--- src/rtl/lock_servo_driver.sv ---
// Servo pulse generator for the lock actuator: one pulse per frame whose width
// slews by at most STEP per frame toward the open or closed position.
module lock_servo_driver #(
    parameter int FRAME_CLKS   = 1_000_000,
    parameter int PULSE_CLOSED = 50_000,
    parameter int PULSE_OPEN   = 100_000,
    parameter int STEP         = 5_000
) (
    input  logic clk,
    input  logic rst,
    input  logic lock_open,
    output logic servo_pwm,
    output logic busy,
    output logic at_open,
    output logic at_closed
);

    localparam logic [19:0] FRAME_LAST = 20'(FRAME_CLKS - 1);
    localparam logic [19:0] W_CLOSED   = 20'(PULSE_CLOSED);
    localparam logic [19:0] W_OPEN     = 20'(PULSE_OPEN);
    localparam logic [19:0] STEP_W     = 20'(STEP);

    typedef enum logic [1:0] {CLOSED, OPENING, OPEN, CLOSING} state_t;

    state_t      state_q, state_d;
    logic [19:0] frame_cnt_q, frame_cnt_d;
    logic [19:0] width_q, width_d;
    logic        pwm_q, pwm_d;
    logic        boundary;

    assign boundary = (frame_cnt_q == FRAME_LAST);

    always_ff @(posedge clk or negedge rst) begin
        if (!rst) begin
            state_q     <= CLOSED;
            frame_cnt_q <= '0;
            width_q     <= W_CLOSED;
            pwm_q       <= 1'b0;
        end else begin
            state_q     <= state_d;
            frame_cnt_q <= frame_cnt_d;
            width_q     <= width_d;
            pwm_q       <= pwm_d;
        end
    end

    // Saturation compares the remaining distance against STEP, so the sum or
    // difference never overshoots the end stop even when STEP doesn't divide it.
    always_comb begin
        state_d     = state_q;
        width_d     = width_q;
        frame_cnt_d = boundary ? '0 : frame_cnt_q + 20'd1;
        pwm_d       = (frame_cnt_q < width_q);
        if (boundary) begin
            if (lock_open) begin
                if (width_q < W_OPEN) begin
                    width_d = ((W_OPEN - width_q) > STEP_W) ? width_q + STEP_W : W_OPEN;
                    state_d = (width_d == W_OPEN) ? OPEN : OPENING;
                end else begin
                    state_d = OPEN;
                end
            end else begin
                if (width_q > W_CLOSED) begin
                    width_d = ((width_q - W_CLOSED) > STEP_W) ? width_q - STEP_W : W_CLOSED;
                    state_d = (width_d == W_CLOSED) ? CLOSED : CLOSING;
                end else begin
                    state_d = CLOSED;
                end
            end
        end
    end

    assign servo_pwm = pwm_q;
    assign busy      = (state_q == OPENING) || (state_q == CLOSING);
    assign at_open   = (state_q == OPEN);
    assign at_closed = (state_q == CLOSED);

endmodule
--- config.mk ---
export PLATFORM = sky130hd
export DESIGN_NAME = lock_servo_driver
export DESIGN_NICKNAME = d
export VERILOG_FILES = /design/src/rtl/lock_servo_driver.sv
export SDC_FILE = /design/constraint.sdc
export NUM_CORES = 1
export LEC_CHECK = 0
export ABC_AREA = 1
export BUFFER_PORTS_ARGS = -buffer_cell sky130_fd_sc_hd__buf_2
export CORE_MARGIN = 8
export CORE_UTILIZATION = 60
export DETAILED_ROUTE_END_ITERATION = 10
export PLACE_DENSITY = 0.76
export SLEW_MARGIN = 20
export SYNTH_ARGS = -nofsm -noshare
export SYNTH_HDL_FRONTEND = slang
export SYNTH_SLANG_ARGS = --single-unit
--- constraint.sdc ---
create_clock -name clk -period 3.15 [get_ports clk]
set_clock_uncertainty 0.1 [all_clocks]
set_input_delay 0.1575 -clock clk [delete_from_list [all_inputs] [get_ports clk]]
set_output_delay 0.1575 -clock clk [all_outputs]
set_load 0.01 [all_outputs]
==> impl_summary.log <==
[metrics] run status: complete, no violations
[metrics] maximum net fanout on the critical path: 19
[metrics] hold path start: lock_open
[metrics] Area growth, synth to finish: 5.49%
[metrics] vias after detailed routing: between 4k and 5k
[metrics] clock tree from TritonCTS: built
[metrics] first-pass GRT wire length: 19800 um
[metrics] pre-CTS worst setup slack: 0.212 ns
[metrics] start of the worst register-to-register path: width_q[4]
[metrics] Worst Setup End Kind: flip-flop
[metrics] dominant cell type by count on the critical path: sky130_fd_sc_hd__nand2_1
[metrics] Floorplan Core Area: around 7000 um^2
[metrics] overall die height: 101 um
[metrics] Design Power: ~0.97 mW
[metrics] CP Launch Type: flip-flop
[metrics] worst-case hold path end point: width_q[3]
[metrics] Overflow after GRT: 0
[metrics] max-slew violation count: 0
[metrics] slew of the pin with the lowest slew margin: 0.615 ns
[metrics] number of buffers added on ports: 6
[metrics] post-synthesis register bit count: 43
[metrics] vias in the first global route: 4185
[metrics] first-pass iteration count of the detailed router: 5
[metrics] maximum clock path buffer count: 2
[metrics] deepest level of the CTS H-tree: 2
[metrics] path depth of the worst reg2reg path: 18
[metrics] post-synthesis average cell area: 6.43 um^2
[metrics] Hold Path Cell Cnt: 3
[metrics] Post-Route Setup TNS: 0 ns
[metrics] data arrival time of the critical path: 2.95 ns
[metrics] reg-to-reg slack, setup: 0.29 ns
[metrics] DR vias/cell: 5.79
[metrics] insertion delay to the later sink of the worst-skew pair: 0.30 ns
[metrics] largest net degree at the start of global routing: 44
[metrics] Synthesis Warnings: 0
[metrics] fill count: 680
[metrics] family of cells with the greatest summed delay on the critical path: simple AND/OR/NAND/NOR gates
[metrics] minimum setup slack in the final design: 0.291 ns
[metrics] number of sinks driven by the clock tree: between 40 and 50
[metrics] aggregate global-route resource usage: 23.9%
[metrics] number of CTS-inserted buffers: 5
[metrics] row count: 31
[metrics] detailed-route wire length per cell: 15.0 um
[metrics] Max Fclk: 350 MHz
[metrics] final worst-path cycle share: 90.8%
[metrics] Total Nets Final: 706
[metrics] cells along the critical path: inv_1 > ha_1 > nand2_1 > nor2_2 > nand2_4 > nand2_4 > nand2_2 > nand3_1 > nand2_1 > nand2_1 > nor2_2 > nand3_4 > o21ai_0 > nand2_1 > nor2_1 > nand3_1 > nand3_1 > nand2_1
[metrics] Worst Hold Class: input port to flip-flop
[metrics] Clk pin slew, worst setup/hold paths: ~0.090 ns
[metrics] post-CTS setup buffer count: 0
[metrics] cell at the root of the clock tree: sky130_fd_sc_hd__clkbuf_8
[metrics] Net Count, Synth: approximately 700
[metrics] number of failing hold endpoints at the final stage: 0
[metrics] starting utilization of the core area: 61.0%
[metrics] final RePlAce weighted congestion: approximately 0.91
[metrics] total standard cell area after synthesis: between 4000 and 5000 um^2
[metrics] leakage power figure: around 2.3 nW
[metrics] sequential area share after synthesis: roughly a quarter
[metrics] Bufs and invs on worst path: 1
[metrics] Peak supply drop: 0.000223 V
[metrics] Diodes inserted: 0
[metrics] worst setup path category: flip-flop to flip-flop
[metrics] Critical R2R Capture: state_q[0]
[metrics] share of post-route cells with drive strength above 1: between 10% and 20%
[metrics] cell count after synthesis: 677
[metrics] slowest library cell on the worst path: sky130_fd_sc_hd__dfstp_2
[metrics] Slew headroom: between 50% and 60%
[metrics] die outline area: 10200 um^2
[metrics] Final HPWL DP: about 9100 um
[metrics] delay contributed by the slowest stage of the critical path: 0.61 ns
[metrics] final critical delay including setup and external delays: 2.86 ns
[metrics] Pwr per Cell Area: 212 nW/um^2
[metrics] die width: 101 um
[metrics] number of DRC markers in iteration 0: approximately 450
[metrics] antenna violations before repair: 0
[metrics] detailed-route DRC error count: 0
[metrics] Req. time, crit path: 3.24 ns
[metrics] total length of routed wires: 11700 um
[metrics] count of maximum capacitance violations: 0
[metrics] number of setup violations in the final report: 0
[metrics] count of cell types in the netlist: 42
[metrics] RSZ-0062 raised after global routing: false
[metrics] I/O pin count: 7
[metrics] remaining number of nets flagged by the antenna check after routing: 0
## worst reg2reg max path: cells and delay by family (launching register included)
family	cells	cell delay, ns
and+or+nand+nor	15	1.47
DFF	1	0.61
adders and majority gates	1	0.27
AOI/OAI and AO/OA	1	0.18
buffers and inverters	1	0.11
## registers in the layout, summed over array words and instances, names as in the netlist
register     flops
frame_cnt_q     20
width_q         20
servo_pwm        1
state_q          2
## through the flow
stage | area, um^2 | instances | utilization, % | hold slack (ns)
CTS | 4580 | 780 | 64.1 | 0.226
global placement | 4460 | 771 | 62.5 | 0.261
floorplan | 4350 | 677 | - | -0.238
finish | 4590 | 780 | 64.4 | 0.234
global route | 4590 | 780 | 64.4 | 0.261
detailed placement | 4460 | 771 | 62.5 | 0.270
## cells in the mapped netlist (all sizes together)
master	n	area share (%)
nor4	3	0.43
xnor2	1	0.20
a41oi	1	0.20
o21bai	2	0.34
a21oi	27	3.1
a21boi	1	0.17
ha	23	6.6
buf	19	3.2
nand2	162	15
clkbuf	9	0.83
nand3	77	9.5
nor3	15	1.8
o22ai	9	1.3
nor2	85	8.4
o221a	1	0.26
o21ai	43	5.1
a211oi	2	0.34
inv	86	7.5
nand4	21	3.0
a2111oi	1	0.20
dfrtp	37	21
xor2	25	5.0
a31oi	8	1.1
clkinv	6	0.52
o21a	1	0.17
nand3b	3	0.52
dfstp	6	3.6
o211ai	3	0.52
## area by class of cell
type	count	area, um^2	area share, %
flip-flops and latches	43	1080	23.6
multi-input cells	514	2760	60.2
clock buffers	7	96.3	2.10
well taps	99	124	2.70
clock inverters	1	7.51	0.163
repair buffers	24	170	3.70
inverters	92	348	7.57
## timing repair
| item | in CTS | in global routing |
|---|---|---|
| gates resized for setup | 0 | 2 |
| endpoints found under the hold margin | 37 | 0 |
| hold buffers | 1 | 0 |
| setup endpoints to repair | 0 | 2 |
## cells in the final DEF, fill, tap and decap left out, drive strengths merged
cell and n:
a211oi 2, nand2 162, a41oi 1, dlygate4sd3 1, nand4 21, nand3b 3
o22ai 9, ha 23, xnor2 1, clkinv 6, o21ai 43, buf 23
a21oi 27, a2111oi 1, xor2 25, a21boi 1, clkbuf 7, inv 86
o21bai 2, nor4 3, nor3 15, o21a 1, dfstp 6, clkinvlp 1
o221a 1, dfrtp 37, nor2 85, o211ai 3, nand3 77, a31oi 8
## metal layers
| layer | wire length [um] | vias up | GRT usage [%] |
|---|---|---|---|
| met1 | 5120 | 2094 | 30.8 |
| met4 | 394 | 0 | 10.1 |
| li1 | - | 2229 | - |
| met3 | 620 | 38 | 1.99 |
| met5 | 0 | - | 0 |
| met2 | 5540 | 159 | 40.2 |
## how the worst max path moves through the flow
stage	from	end	slack, ns	cells past startpoint
2_1_floorplan	width_q[4]	state_q[0]	0.72	19
4_1_cts	width_q[4]	state_q[0]	0.19	18
3_3_place_gp	width_q[4]	state_q[0]	0.29	18
6_report	width_q[4]	state_q[0]	0.29	18
5_1_grt	width_q[8]	state_q[0]	0.04	17
3_5_place_dp	width_q[4]	state_q[0]	0.21	18
## power by group
| group | internal [mW] | switching (mW) |
|---|---|---|
| combinational | 0.00485 | 0.0215 |
| sequential | 0.552 | 0 |
| clock | 0.200 | 0.194 |
| total | 0.756 | 0.216 |
## cells by family (layout without fill, tap and decap cells)
family | count (synthesis) | after routing | share of synthesized area, %
xor gates and xnor gates | 26 | 26 | 5.23
and+or+nand+nor | 366 | 366 | 38.4
AOI/OAI and AO/OA | 99 | 99 | 12.9
buffers and inverters | 120 | 124 | 12.0
adders and majority gates | 23 | 23 | 6.61
DFF | 43 | 43 | 24.9
Note: power is estimated with default switching activity, not from simulation.
